## src/rtl/roi_pkg.sv

```systemverilog
// Shared types and coordinate field layout for the ROI command scheduler.
package roi_pkg;

  typedef enum logic [1:0] {
    BOUNDARY,
    BYPASS,
    ACTIVE
  } roi_state_e;

  localparam int unsigned X_LSB = 16;
  localparam int unsigned X_MSB = 26;
  localparam int unsigned Y_MSB = 9;
  localparam int unsigned X_W   = X_MSB - X_LSB + 1;
  localparam int unsigned Y_W   = Y_MSB + 1;

  // Bits of a coordinate word that must be zero
  localparam logic [31:0] RSV_MASK = 32'hF800_FC00;

  // Normalised crop window: (x0,y0) top-left, (x1,y1) bottom-right
  typedef struct packed {
    logic [X_W-1:0] x0;
    logic [Y_W-1:0] y0;
    logic [X_W-1:0] x1;
    logic [Y_W-1:0] y1;
  } roi_win_t;

endpackage

```

## src/rtl/roi_cmd_fifo.sv

```systemverilog
// Synchronous command FIFO; count is registered so a push is visible one cycle later.
module roi_cmd_fifo #(
  parameter int unsigned DEPTH = 4,
  parameter int unsigned W     = 8
) (
  input  logic         clk_i,
  input  logic         rst_i,
  input  logic         push_i,
  input  logic [W-1:0] data_i,
  input  logic         pop_i,
  output logic         full_o,
  output logic         empty_o,
  output logic [W-1:0] head_o
);

  localparam int unsigned AW = (DEPTH > 1) ? $clog2(DEPTH) : 1;

  logic [W-1:0]  mem_q [DEPTH];
  logic [AW-1:0] wr_q, wr_d, rd_q, rd_d;
  logic [AW:0]   cnt_q, cnt_d;
  logic          push_ok, pop_ok;

  assign full_o  = (cnt_q == (AW+1)'(DEPTH));
  assign empty_o = (cnt_q == '0);
  assign head_o  = mem_q[rd_q];
  assign push_ok = push_i && !full_o;
  assign pop_ok  = pop_i && !empty_o;

  always_comb begin
    wr_d  = wr_q;
    rd_d  = rd_q;
    cnt_d = cnt_q;
    if (push_ok) wr_d = wr_q + AW'(1);
    if (pop_ok)  rd_d = rd_q + AW'(1);
    case ({push_ok, pop_ok})
      2'b10:   cnt_d = cnt_q + (AW+1)'(1);
      2'b01:   cnt_d = cnt_q - (AW+1)'(1);
      default: cnt_d = cnt_q;
    endcase
  end

  always_ff @(posedge clk_i) begin
    if (rst_i) begin
      wr_q  <= '0;
      rd_q  <= '0;
      cnt_q <= '0;
    end else begin
      wr_q  <= wr_d;
      rd_q  <= rd_d;
      cnt_q <= cnt_d;
    end
  end

  always_ff @(posedge clk_i) begin
    if (push_ok) mem_q[wr_q] <= data_i;
  end

endmodule

```

## src/rtl/roi_sched.sv

```systemverilog
// Frame-synchronous ROI command scheduler: round-robin intake, validation,
// normalisation and per-frame loading of cropper coordinates.
module roi_sched
  import roi_pkg::*;
#(
  parameter int unsigned WIDTH     = 800,
  parameter int unsigned HEIGHT    = 600,
  parameter int unsigned BIT_COORD = 32,
  parameter int unsigned NUM_REQ   = 2,
  parameter int unsigned DEPTH     = 4,
  parameter int unsigned ID_W      = (NUM_REQ > 1) ? $clog2(NUM_REQ) : 1
) (
  input  logic                           clk_i,
  input  logic                           rst_i,
  input  logic [NUM_REQ-1:0]             req_valid_i,
  output logic [NUM_REQ-1:0]             req_ready_o,
  input  logic [NUM_REQ*BIT_COORD-1:0]   req_xy0_i,
  input  logic [NUM_REQ*BIT_COORD-1:0]   req_xy1_i,
  input  logic                           tvalid_i,
  input  logic                           tlast_i,
  input  logic                           roi_tlast_i,
  output logic [BIT_COORD-1:0]           xy_0_o,
  output logic [BIT_COORD-1:0]           xy_1_o,
  output logic                           roi_en_o,
  output logic                           done_o,
  output logic                           miss_o,
  output logic [ID_W-1:0]                id_o,
  output logic                           err_o
);

  localparam int unsigned ENT_W = $bits(roi_win_t) + ID_W;

  roi_state_e           state_q, state_d;
  logic [ID_W-1:0]      ptr_q, ptr_d, cur_id_q, cur_id_d, id_q, id_d, grant_id, head_id;
  logic [BIT_COORD-1:0] xy0_q, xy0_d, xy1_q, xy1_d, xy0_in, xy1_in;
  logic                 roi_en_q, roi_en_d, roi_seen_q, roi_seen_d;
  logic                 done_q, done_d, miss_q, miss_d, err_q, err_d;
  logic                 grant_vld, hs, bad, pop, frame_end;
  logic                 fifo_full, fifo_empty;
  logic [X_W-1:0]       xa, xb;
  logic [Y_W-1:0]       ya, yb;
  roi_win_t             win, head_win;
  logic [ENT_W-1:0]     fifo_head;

  function automatic logic [BIT_COORD-1:0] pack_xy(input logic [X_W-1:0] x, input logic [Y_W-1:0] y);
    pack_xy = '0;
    pack_xy[X_MSB:X_LSB] = x;
    pack_xy[Y_MSB:0]     = y;
  endfunction

  // Round-robin grant: first valid requester at or after the pointer
  always_comb begin
    int unsigned idx;
    idx       = 0;
    grant_vld = 1'b0;
    grant_id  = '0;
    for (int unsigned i = 0; i < NUM_REQ; i++) begin
      idx = (32'(ptr_q) + i) % NUM_REQ;
      if (!grant_vld && req_valid_i[idx]) begin
        grant_vld = 1'b1;
        grant_id  = ID_W'(idx);
      end
    end
  end

  always_comb begin
    req_ready_o = '0;
    if (grant_vld && !fifo_full && !rst_i) req_ready_o[grant_id] = 1'b1;
  end

  assign hs     = |(req_ready_o & req_valid_i);
  assign ptr_d  = hs ? ID_W'((32'(grant_id) + 1) % NUM_REQ) : ptr_q;
  assign xy0_in = req_xy0_i[32'(grant_id)*BIT_COORD +: BIT_COORD];
  assign xy1_in = req_xy1_i[32'(grant_id)*BIT_COORD +: BIT_COORD];
  assign xa     = xy0_in[X_MSB:X_LSB];
  assign ya     = xy0_in[Y_MSB:0];
  assign xb     = xy1_in[X_MSB:X_LSB];
  assign yb     = xy1_in[Y_MSB:0];

  assign bad = (32'(xa) >= WIDTH) || (32'(xb) >= WIDTH) ||
               (32'(ya) >= HEIGHT) || (32'(yb) >= HEIGHT) ||
               (|(xy0_in & BIT_COORD'(RSV_MASK))) || (|(xy1_in & BIT_COORD'(RSV_MASK)));
  assign err_d = hs && bad;

  always_comb begin
    win.x0 = (xa < xb) ? xa : xb;
    win.x1 = (xa < xb) ? xb : xa;
    win.y0 = (ya < yb) ? ya : yb;
    win.y1 = (ya < yb) ? yb : ya;
  end

  roi_cmd_fifo #(.DEPTH(DEPTH), .W(ENT_W)) u_fifo (
    .clk_i   (clk_i),
    .rst_i   (rst_i),
    .push_i  (hs && !bad),
    .data_i  ({grant_id, win}),
    .pop_i   (pop),
    .full_o  (fifo_full),
    .empty_o (fifo_empty),
    .head_o  (fifo_head)
  );

  assign head_win  = fifo_head[$bits(roi_win_t)-1:0];
  assign head_id   = fifo_head[ENT_W-1 -: ID_W];
  assign frame_end = tvalid_i && tlast_i;

  // Frame FSM; a pop always reloads the window and enters ACTIVE
  always_comb begin
    state_d    = state_q;
    roi_en_d   = roi_en_q;
    roi_seen_d = roi_seen_q;
    cur_id_d   = cur_id_q;
    xy0_d      = xy0_q;
    xy1_d      = xy1_q;
    done_d     = 1'b0;
    miss_d     = 1'b0;
    pop        = 1'b0;
    case (state_q)
      BOUNDARY: begin
        if (tvalid_i)         state_d = BYPASS;
        else if (!fifo_empty) pop = 1'b1;
      end
      BYPASS: begin
        if (frame_end && !fifo_empty) pop = 1'b1;
      end
      ACTIVE: begin
        if (roi_tlast_i && !roi_seen_q) begin
          done_d     = 1'b1;
          roi_seen_d = 1'b1;
        end
        if (frame_end) begin
          if (!roi_seen_q && !roi_tlast_i) miss_d = 1'b1;
          if (fifo_empty) begin
            state_d  = BYPASS;
            roi_en_d = 1'b0;
          end else begin
            pop = 1'b1;
          end
        end
      end
      default: state_d = BOUNDARY;
    endcase
    if (pop) begin
      state_d    = ACTIVE;
      roi_en_d   = 1'b1;
      roi_seen_d = 1'b0;
      cur_id_d   = head_id;
      xy0_d      = pack_xy(head_win.x0, head_win.y0);
      xy1_d      = pack_xy(head_win.x1, head_win.y1);
    end
    id_d = id_q;
    if (done_d || miss_d) id_d = cur_id_q;
    else if (err_d)       id_d = grant_id;
  end

  always_ff @(posedge clk_i) begin
    if (rst_i) begin
      state_q    <= BOUNDARY;
      ptr_q      <= '0;
      cur_id_q   <= '0;
      id_q       <= '0;
      xy0_q      <= '0;
      xy1_q      <= '0;
      roi_en_q   <= 1'b0;
      roi_seen_q <= 1'b0;
      done_q     <= 1'b0;
      miss_q     <= 1'b0;
      err_q      <= 1'b0;
    end else begin
      state_q    <= state_d;
      ptr_q      <= ptr_d;
      cur_id_q   <= cur_id_d;
      id_q       <= id_d;
      xy0_q      <= xy0_d;
      xy1_q      <= xy1_d;
      roi_en_q   <= roi_en_d;
      roi_seen_q <= roi_seen_d;
      done_q     <= done_d;
      miss_q     <= miss_d;
      err_q      <= err_d;
    end
  end

  assign xy_0_o   = xy0_q;
  assign xy_1_o   = xy1_q;
  assign roi_en_o = roi_en_q;
  assign done_o   = done_q;
  assign miss_o   = miss_q;
  assign err_o    = err_q;
  assign id_o     = id_q;

endmodule
```

## config.mk

```make
export PLATFORM = sky130hd
export DESIGN_NAME = roi_sched
export DESIGN_NICKNAME = d
export VERILOG_FILES = /design/src/rtl/roi_pkg.sv /design/src/rtl/roi_cmd_fifo.sv /design/src/rtl/roi_sched.sv
export SDC_FILE = /design/constraint.sdc
export NUM_CORES = 1
export LEC_CHECK = 0
export BUFFER_PORTS_ARGS = -buffer_cell sky130_fd_sc_hd__buf_2
export CAP_MARGIN = 30
export CORE_MARGIN = 3
export CORE_UTILIZATION = 55
export CTS_BUF_LIST = sky130_fd_sc_hd__clkbuf_16
export CTS_CLUSTER_SIZE = 16
export DETAILED_ROUTE_END_ITERATION = 10
export GPL_ROUTABILITY_DRIVEN = 0
export PLACE_DENSITY = 0.79
export SLEW_MARGIN = 20
export SYNTH_ARGS = -nofsm -noshare
export SYNTH_HDL_FRONTEND = slang
export SYNTH_HIERARCHICAL = 1
export SYNTH_SLANG_ARGS = --single-unit
```

## constraint.sdc

```tcl
create_clock -name clk_i -period 6.3 [get_ports clk_i]
set_input_delay 0.63 -clock clk_i [delete_from_list [all_inputs] [get_ports clk_i]]
set_output_delay 0.63 -clock clk_i [all_outputs]
set_load 0.05 [all_outputs]
```

==> metrics.txt, run 1 <==
fmax=232 MHz; CTS tree=yes; DP Wirelength=17700 um; GRT overflow=0; Cells after Synth=760; first-pass GRT wire length=38900 um; final hold violations=0; via count=7186; Die H=146 um; post-route ant nets=0; leakage power total=4.74 nW; most common cell after layout, fill and taps aside=buf_2; placed inst area=0.0117 mm^2; CTS max path bufs=3; Tmin final=4.31 ns; synth warn=6; DRT Pass-1 Iters=5; H-tree levels=1; CTS sink cnt=233; vias in the first global route=7037; worst min path class=input port to flip-flop; Netlist cell types=66; MaxCap Viol Count=0; WP data arrival=4.53 ns; Setup Fix Bufs, Post-CTS=0; Critical Path Start Type=flip-flop; crit path buf inv count=3; worst-margin pin slew=0.986 ns; max_slew headroom=34.3%; status=completed; Initial Util=56.6%; Chip Width=146 um; Synth Flop Type=edfxtp_1; average size of a mapped cell=14.1 um^2; fin crit share=68.4%; core area=0.0190 mm^2; setup TNS=0 ns; crit-path leading delay family=buffers and inverters; most frequent cells in the layout=buf_2, edfxtp_1, nand2_1; fraction of registers with async set/reset=0%; cts hold-fix bufs=0; die area=0.0212 mm^2; critical path's largest stage delay=0.51 ns; critical-path cell list=nand2b_1 -> nand2_4 -> buf_4 -> mux2i_1 -> inv_1 -> ha_1 -> o21ai_0 -> nand2b_1 -> o311a_1 -> o211ai_1 -> a31oi_2 -> buf_4 -> mux4_1; largest net degree at the start of global routing=63; Area Overhead vs Synth=17.0%; CTS buffer count=25; IR drop worst, VDD=0.185 mV; # DRC=0; Worst Skew=0.0165 ns; clk_lat worst skew=0.51 ns; RSZ-0062 raised after global routing=no; GRT Total Usage=23.5%; Fill cells=1347; synthesized area=0.0107 mm^2; antenna cells=0; Ports=206; crit path max-delay cell type=mux2i_1; post-CTS sizing=0; clock slew at reported path FFs=0.07 ns; cell area after layout=0.0125 mm^2; # setup viols final=0; final hold slack=0.319 ns; Port-buffer cells=183; Crit. End Element=flip-flop; # rows=50; DR WL/cell=21.0 um; CTS Root Cell=clkbuf_16; Critical Path RT=6.52 ns; Nets=1097; fin. max-slew vios=0; Pwr Density=281 mW/mm^2; synthesized flop and latch total=233; share of cells above drive strength 1=31.7%; final WL=25700 um; sequential-to-total area share from yosys stat=59.5%; Crit Path Max Fanout=32; drt first-iter violations=609; initial antenna violation count=0; critical path type=flip-flop to flip-flop; drt via density=5.89; Post-synth EDFFs=172
[where the power goes]
part | total, mW | internal (mW) | switching, mW
registers | 1.70 | 1.70 | 0.00197
clock network | 1.46 | 0.879 | 0.580
logic | 0.363 | 0.130 | 0.233
total | 3.52 | 2.71 | 0.815
[layer usage]
metal / share of wire (%) / wire length (um) / global-route usage [%]
met2: 49 / 12500 / 38.8
met3: 9.3 / 2380 / 3.11
met5: 0 / 0 / 0
met1: 40 / 10300 / 33.5
met4: 1.9 / 479 / 6.17
[synthesized netlist by cell type, drive strengths merged (6+ instances only)]
library cell  instances  area share, %
edfxtp              172             48
nand2                98            3.5
dfxtp                61             11
a21oi                60            2.8
mux2i                60            5.6
mux4                 55             12
buf                  48            3.7
inv                  29            1.0
ha                   20            2.3
nor2                 18           0.65
o21ai                16           0.75
clkbuf               13           0.45
nor4                 12           0.70
nor3                  9           0.47
nand2b                7           0.41
nor2b                 6           0.35
[logic make-up after synthesis]
kind of cell    count (synthesis)  share of synthesized area (%)
other cells                     1                         0.0350
fa+ha+maj                      21                           2.52
mux                           116                           17.6
xor+xnor                        5                          0.408
flops                         233                           59.5
buf+inv                        90                           5.18
simple gates                  184                           8.26
compound gates                110                           6.50
[registers in the layout, indices dropped and copies added, names as in the netlist, named ones only]
signal	cells
u_fifo/cnt_q	3
roi_seen_q	1
xy_1_o	21
miss_o	1
state_q	2
id_o	1
u_fifo/wr_q	2
done_o	1
ptr_q	1
xy_0_o	21
u_fifo/mem_q	172
cur_id_q	1
u_fifo/rd_q	2
roi_en_o	1
err_o	1
[area by class of cell]
class                      instances  area, um^2  area share, %
clock buffer                      26         651           5.18
tap                              260         325           2.59
inverter                          29         109          0.867
timing repair buffer             194        1010           8.06
clock inverter                    20         195           1.56
multi-input combinational        458        3870           30.8
sequential                       233        6390           50.9
[path summary, 6_finish.rpt]
kind	start	end	slack (ns)	cells past startpoint
worst max-delay path	ptr_q	u_fifo/mem_q[0][15]	1.99	13
worst min-delay path	roi_tlast_i	miss_o	0.32	2
worst max register to register	ptr_q	u_fifo/mem_q[0][15]	1.99	13
worst min register to register	xy_1_o[19]	xy_1_o[19]	0.45	2
[stage by stage]
stage	setup WS, ns	power (mW)	std cells	utilization, %
after global routing	1.71	3.63	1220	66.2
after detailed placement	1.73	2.09	1173	61.6
after global placement	1.86	2.08	1173	61.6
after floorplan	2.55	1.99	781	-
after CTS	2.03	3.54	1219	66.1
final	1.99	3.52	1220	66.2
Power figures use the tool's default switching activity.
==> inputs of run 2 (changes only) <==
Settings changed: ABC_AREA from default to 1, CORE_UTILIZATION 55 to 50, PLACE_DENSITY 0.79 to 0.76.
Clock period 6.3 ns to 3.6 ns, I/O delays scaled along.
==> run 2 against run 1 <==
Utilization decreased by 6.3 points. Clock power increased by 64%. Hold slack got worse by 0.29 ns. Combinational power increased by 120%. Flip-flop and latch count unchanged. Worst setup slack got worse by 1.6 ns. First-iteration DRC count increased by 49%. Maximum frequency increased by 33%. Via count increased by 24%. Die area increased by 12%. Area after synthesis increased by 1.9%. Power increased by 77%. Largest cell class unchanged.
==> metrics.txt, run 2 <==
status=completed (unchanged); Worst Skew=0.00639 ns (was 0.0165 ns); pre-CTS setup slack=0.297 ns (was 1.73 ns); sequential-to-total area share from yosys stat=58.4% (was 59.5%); count leader, synth=nand2_1 (was edfxtp_1); max_slew headroom=41.0% (was 34.3%); synth warn=6 (unchanged); antenna cells=0 (unchanged); fraction of registers with async set/reset=0% (unchanged); critical-path cell list=inv_2 -> nand2_4 -> nand2_4 -> buf_4 -> o21ai_0 -> inv_1 -> ha_1 -> nand3_1 -> nand2_1 -> nand3_2 -> nand3_2 -> nand2_1 -> nand2_1 (was nand2b_1 -> nand2_4 -> buf_4 -> mux2i_1 -> inv_1 -> ha_1 -> o21ai_0 -> nand2b_1 -> o311a_1 -> o211ai_1 -> a31oi_2 -> buf_4 -> mux4_1); CTS sink cnt=233 (unchanged); DP Cell Count=1601 (was 1173); clock slew at reported path FFs=0.06 ns (was 0.07 ns); DR WL/cell=17.4 um (was 21.0 um); crit-path leading delay family=simple AND/OR/NAND/NOR gates (was buffers and inverters); R2R depth=13 (unchanged); Pwr Density=487 mW/mm^2 (was 281 mW/mm^2); # setup viols final=0 (unchanged); Crit Path Max Fanout=32 (unchanged); final core occ=59.9% (was 66.2%); synthesized flop and latch total=233 (unchanged); H-tree levels=1 (unchanged); post-route ant nets=0 (unchanged); Tmin final=3.25 ns (was 4.31 ns); MaxCap Viol Count=0 (unchanged); Most flops, register=u_fifo/mem_q (unchanged); crit path buf inv count=3 (unchanged); post-CTS sizing=0 (unchanged); final WL=28600 um (was 25700 um); critical path's largest stage delay=0.52 ns (was 0.51 ns); Fill cells=1787 (was 1347); RSZ-0062 raised after global routing=no (unchanged); Chip Width=154 um (was 146 um); Initial Util=51.4% (was 56.6%); Netlist cell types=38 (was 66); Area contributors post-synth=edfxtp_1, dfxtp_1, nand2_1, nor2_1, o21ai_0 (was edfxtp_1, dfxtp_1, mux4_2, mux2i_1, nand2_1); # rows=53 (was 50); critical path type=flip-flop to flip-flop (unchanged); Synth area leader=edfxtp_1 (unchanged); cts hold-fix bufs=0 (unchanged); IR drop worst, VDD=0.282 mV (was 0.185 mV); CTS tree=yes (unchanged); drt first-iter violations=910 (was 609); Die H=154 um (was 146 um); Post-synth EDFFs=172 (unchanged); Nets=1508 (was 1097); cell depth of the worst min-delay path=2 (unchanged); CTS Root Cell=clkbuf_16 (unchanged); fin. max-slew vios=0 (unchanged); CTS buffer count=24 (was 25); average size of a mapped cell=9.21 um^2 (was 14.1 um^2); GRT overflow=0 (unchanged); leakage power total=5.35 nW (was 4.74 nW); share of cells above drive strength 1=19.5% (was 31.7%); Synth Flop Type=edfxtp_1 (unchanged); crit path max-delay cell type=o21ai_0 (was mux2i_1); via count=8879 (was 7186); Cells after Synth=1187 (was 760); drt via density=5.40 (was 5.89); core area=0.0213 mm^2 (was 0.0190 mm^2); GRT Total Usage=23.7% (was 23.5%); DP Wirelength=19700 um (was 17700 um); CP dominant cell by count=nand2_1; WP data arrival=3.46 ns (was 4.53 ns); most frequent cells in the layout=nand2_1, buf_2, edfxtp_1 (was buf_2, edfxtp_1, nand2_1); clk_lat worst skew=0.51 ns (about the same); worst-margin pin slew=0.885 ns (was 0.986 ns); Finished Layout Cells=1645 (was 1220); Final Worst Setup Slack=0.349 ns (was 1.99 ns); Setup Fix Bufs, Post-CTS=0 (unchanged); fin crit share=90.3% (was 68.4%); DRT Pass-1 Iters=6 (was 5); worst min path class=input port to flip-flop (unchanged); most common cell after layout, fill and taps aside=nand2_1 (was buf_2); # DRC=0 (unchanged); initial antenna violation count=0 (unchanged); CTS max path bufs=3 (unchanged); final hold violations=0 (unchanged); first-pass GRT wire length=45000 um (was 38900 um); largest net degree at the start of global routing=87 (was 63); Critical Path RT=3.81 ns (was 6.52 ns); fmax=308 MHz (was 232 MHz); Synth top cells by count=nand2_1, edfxtp_1, nor2_1, o21ai_0, inv_1 (was edfxtp_1, nand2_1, dfxtp_1, a21oi_1, mux2i_1); cell count along the critical path=13 (unchanged); Crit. End Element=flip-flop (unchanged); Area Overhead vs Synth=16.7% (was 17.0%); Critical Path Start Type=flip-flop (unchanged); Largest register FFs=172 (unchanged); Port-buffer cells=183 (unchanged); synthesized area=0.0109 mm^2 (was 0.0107 mm^2); vias in the first global route=8460 (was 7037); Synth top area share=47.2% (was 48.2%); Ports=206 (unchanged); die area=0.0237 mm^2 (was 0.0212 mm^2)
## run 2: area by class of cell
cell class | instances | area, um^2 | area share (%)
Multi-Input combinational cell | 803 | 3820 | 30.0
Clock inverter | 19 | 141 | 1.11
Sequential cell | 233 | 6390 | 50.1
Tap cell | 275 | 344 | 2.70
Timing Repair Buffer | 201 | 1100 | 8.63
Clock buffer | 25 | 626 | 4.90
Inverter | 89 | 334 | 2.62
## run 2: cell families (layout without fill, tap and decap cells)
kind of cell | after synthesis | after routing | share of synthesized area (%)
DFF | 233 | 233 | 58.4
and+or+nand+nor | 524 | 524 | 19.6
AOI/OAI and AO/OA | 236 | 236 | 11.9
buffers and inverters | 172 | 334 | 7.61
other | 1 | 22 | 0.0343
adders and majority gates | 21 | 21 | 2.47
## run 2: per-stage QoR
stage / hold WS, ns / setup TNS, ns / power, mW / area [um^2]
after detailed placement: 0.451 / 0 / 3.86 / 12000
after floorplan: 0.429 / -65.81 / 3.62 / 11000
after global routing: 0.0227 / 0 / 6.45 / 12800
after CTS: 0.00955 / 0 / 6.24 / 12800
after global placement: 0.446 / 0 / 3.84 / 12000
final: 0.0335 / 0 / 6.22 / 12800
## run 2: power by group
| group | internal [mW] | switching (mW) |
|---|---|---|
| Combinational | 0.221 | 0.583 |
| Sequential | 3.02 | 0.00208 |
| Clock | 1.40 | 0.996 |
## run 2: final timing paths
check         startpoint                   to  slack (ns)
max reg2reg        ptr_q  u_fifo/mem_q[0][20]        0.35
min          roi_tlast_i               miss_o        0.03
min reg2reg    xy_1_o[4]            xy_1_o[4]        0.46
max                ptr_q  u_fifo/mem_q[0][20]        0.35
## run 2: routing by layer
| metal | vias to the layer above | global-route usage, % | wire length, um |
|---|---|---|---|
| met5 | - | 0 | 0 |
| met4 | 0 | 6.94 | 675 |
| met3 | 43 | 4.39 | 2770 |
| met2 | 456 | 39.2 | 13700 |
| met1 | 4084 | 32.1 | 11500 |
| li1 | 4296 | - | - |
==> inputs of run 3 (changes only) <==
--- a/config.mk
+++ b/config.mk
@@ -8,2 +8,3 @@
 export ABC_AREA = 1
+export ABC_CLOCK_PERIOD_IN_PS = 3600
 export BUFFER_PORTS_ARGS = -buffer_cell sky130_fd_sc_hd__buf_2
==> constraint.sdc (replaced) <==
create_clock -name clk_i -period 3.6 [get_ports clk_i]
set_input_delay 0.18 -clock clk_i [delete_from_list [all_inputs] [get_ports clk_i]]
set_output_delay 0.18 -clock clk_i [all_outputs]
set_load 0.05 [all_outputs]
==> run 3 against run 2 <==
Power increased by 1.2%. Worst setup slack improved by 0.062 ns. Utilization increased by 0.44 points. Via count decreased by 2.7%. Global-route usage decreased by 0.61 points. Critical endpoint is now u_fifo/cnt_q[1]. Maximum frequency increased by 2.0%. Critical path depth increased by 2. First-iteration DRC count decreased by 24%. Die area unchanged.
==> metrics.txt, run 3 (synthesis gave the netlist of run 2 again) <==
DP Wirelength=20000 um (was 19700 um); Critical Path RT=4.04 ns (was 3.81 ns); GRT Total Usage=23.1% (was 23.7%); # rows=53 (unchanged); most frequent cells in the layout=nand2_1, buf_2, edfxtp_1 (unchanged); MaxCap Viol Count=0 (unchanged); clock slew at reported path FFs=0.06 ns (about the same); initial antenna violation count=0 (unchanged); die area=0.0237 mm^2 (unchanged); Ports=206 (unchanged); Port-buffer cells=183 (unchanged); post-route ant nets=0 (unchanged); # setup viols final=0 (unchanged); crit path max-delay cell type=fa_1 (was o21ai_0); fin. max-slew vios=0 (unchanged); CTS sink cnt=233 (unchanged); CTS tree=yes (unchanged); H-tree levels=1 (unchanged); Critical Path Start Type=flip-flop (unchanged); drt first-iter violations=694 (was 910); drt via density=5.24 (was 5.40); Fill cells=1766 (was 1787); Nets=1513 (was 1508); Crit. End Element=flip-flop (unchanged); worst min path class=input port to flip-flop (unchanged); largest net degree at the start of global routing=87 (unchanged); antenna cells=0 (unchanged); RSZ-0062 raised after global routing=no (unchanged); first-pass GRT wire length=43500 um (was 45000 um); pre-CTS setup slack=0.244 ns (was 0.297 ns); DR WL/cell=17.0 um (was 17.4 um); Die H=154 um (unchanged); critical path type=flip-flop to flip-flop (unchanged); final core occ=60.4% (was 59.9%); CP dominant cell by count=nand2_1 (unchanged); Chip Width=154 um (unchanged); via count=8643 (was 8879); setup TNS=0 ns (unchanged); Setup Fix Bufs, Post-CTS=0 (unchanged); Final Worst Setup Slack=0.411 ns (was 0.349 ns); Tmin final=3.19 ns (was 3.25 ns); final hold violations=0 (unchanged); Overall Power=6.30 mW (was 6.22 mW); core area=0.0213 mm^2 (unchanged); footprint of the multi-input gates=0.00384 mm^2 (was 0.00382 mm^2); Initial Util=51.4% (unchanged); CTS max path bufs=3 (unchanged); Most flops, register=u_fifo/mem_q (unchanged); critical path's largest stage delay=0.41 ns (was 0.52 ns); share of cells above drive strength 1=19.6% (was 19.5%); fmax=314 MHz (was 308 MHz); worst-margin pin slew=0.822 ns (was 0.885 ns); max_slew headroom=45.2% (was 41.0%); most common cell after layout, fill and taps aside=nand2_1 (unchanged); Pwr Density=490 mW/mm^2 (was 487 mW/mm^2); GRT overflow=0 (unchanged); CTS buffer count=24 (unchanged); leakage power total=5.41 nW (was 5.35 nW); # DRC=0 (unchanged); WP data arrival=3.63 ns (was 3.46 ns); vias in the first global route=8104 (was 8460); CTS Root Cell=clkbuf_16 (unchanged); Crit Path Max Fanout=55 (was 32); clk_lat worst skew=0.51 ns (about the same); status=completed (unchanged); Largest register FFs=172 (unchanged); Worst Skew=0.0100 ns (was 0.00639 ns); fin crit share=88.6% (was 90.3%); critical-path cell list=inv_2 -> nand2_4 -> nand2_8 -> o21ai_0 -> nor2_1 -> nand2_1 -> nand2_1 -> nor2_1 -> nand2_1 -> nor2_1 -> nand2_1 -> ha_1 -> inv_1 -> fa_1 -> a21oi_1 (was inv_2 -> nand2_4 -> nand2_4 -> buf_4 -> o21ai_0 -> inv_1 -> ha_1 -> nand3_1 -> nand2_1 -> nand3_2 -> nand3_2 -> nand2_1 -> nand2_1); DRT Pass-1 Iters=5 (was 6); Area Overhead vs Synth=17.6% (was 16.7%); final WL=28100 um (was 28600 um); IR drop worst, VDD=0.251 mV (was 0.282 mV); register area=0.00639 mm^2 (unchanged)
run 3: worst max-delay path, delay by kind of cell (launching register included):
| kind | cells | cell delay, ns |
|---|---|---|
| fa+ha+maj | 2 | 0.75 |
| buf+inv | 2 | 0.14 |
| compound gates | 2 | 0.54 |
| simple gates | 9 | 1.34 |
| flops | 1 | 0.32 |
run 3: final timing paths:
check | from | endpoint | slack [ns] | cells past startpoint
setup / recovery | ptr_q | u_fifo/cnt_q[1] | 0.41 | 15
hold / removal | tlast_i | state_q[1] | 0.02 | 4
setup reg to reg | ptr_q | u_fifo/cnt_q[1] | 0.41 | 15
hold reg to reg | xy_0_o[5] | xy_0_o[5] | 0.45 | 2
run 3: power breakdown:
part,switching (mW),internal (mW),total (mW),leakage [nW]
Clock,0.978,1.47,2.44,0.421
Sequential,0.00212,3.02,3.02,2.04
Combinational,0.605,0.227,0.833,2.94
run 3: layer usage:
layer,wire length (um),GRT usage (%)
met4,1190,9.50
met1,11500,31.7
met3,2620,5.07
met2,12800,35.9
met5,0,0
run 3: timing repair:
item	4_1_cts	5_1_grt
resized for setup	0	2
hold buffers	1	0
setup endpoints to repair	0	17
endpoints found under the hold margin	3	0
run 3: through the flow:
step                      area [um^2]  instances  hold slack (ns)
after floorplan                 11000       1208            0.249
after global placement          12000       1604            0.378
after detailed placement        12000       1604            0.373
after CTS                       12800       1649          0.00127
after global routing            12900       1650           0.0269
final                           12900       1650           0.0202
run 3: area by class of cell:
type                            instances  area share [%]
Clock buffer                           25            4.87
Sequential cell                       233            49.7
Clock inverter                         19            1.23
Timing Repair Buffer                  206            9.07
Multi-Input combinational cell        803            29.9
Inverter                               89            2.60
Tap cell                              275            2.68
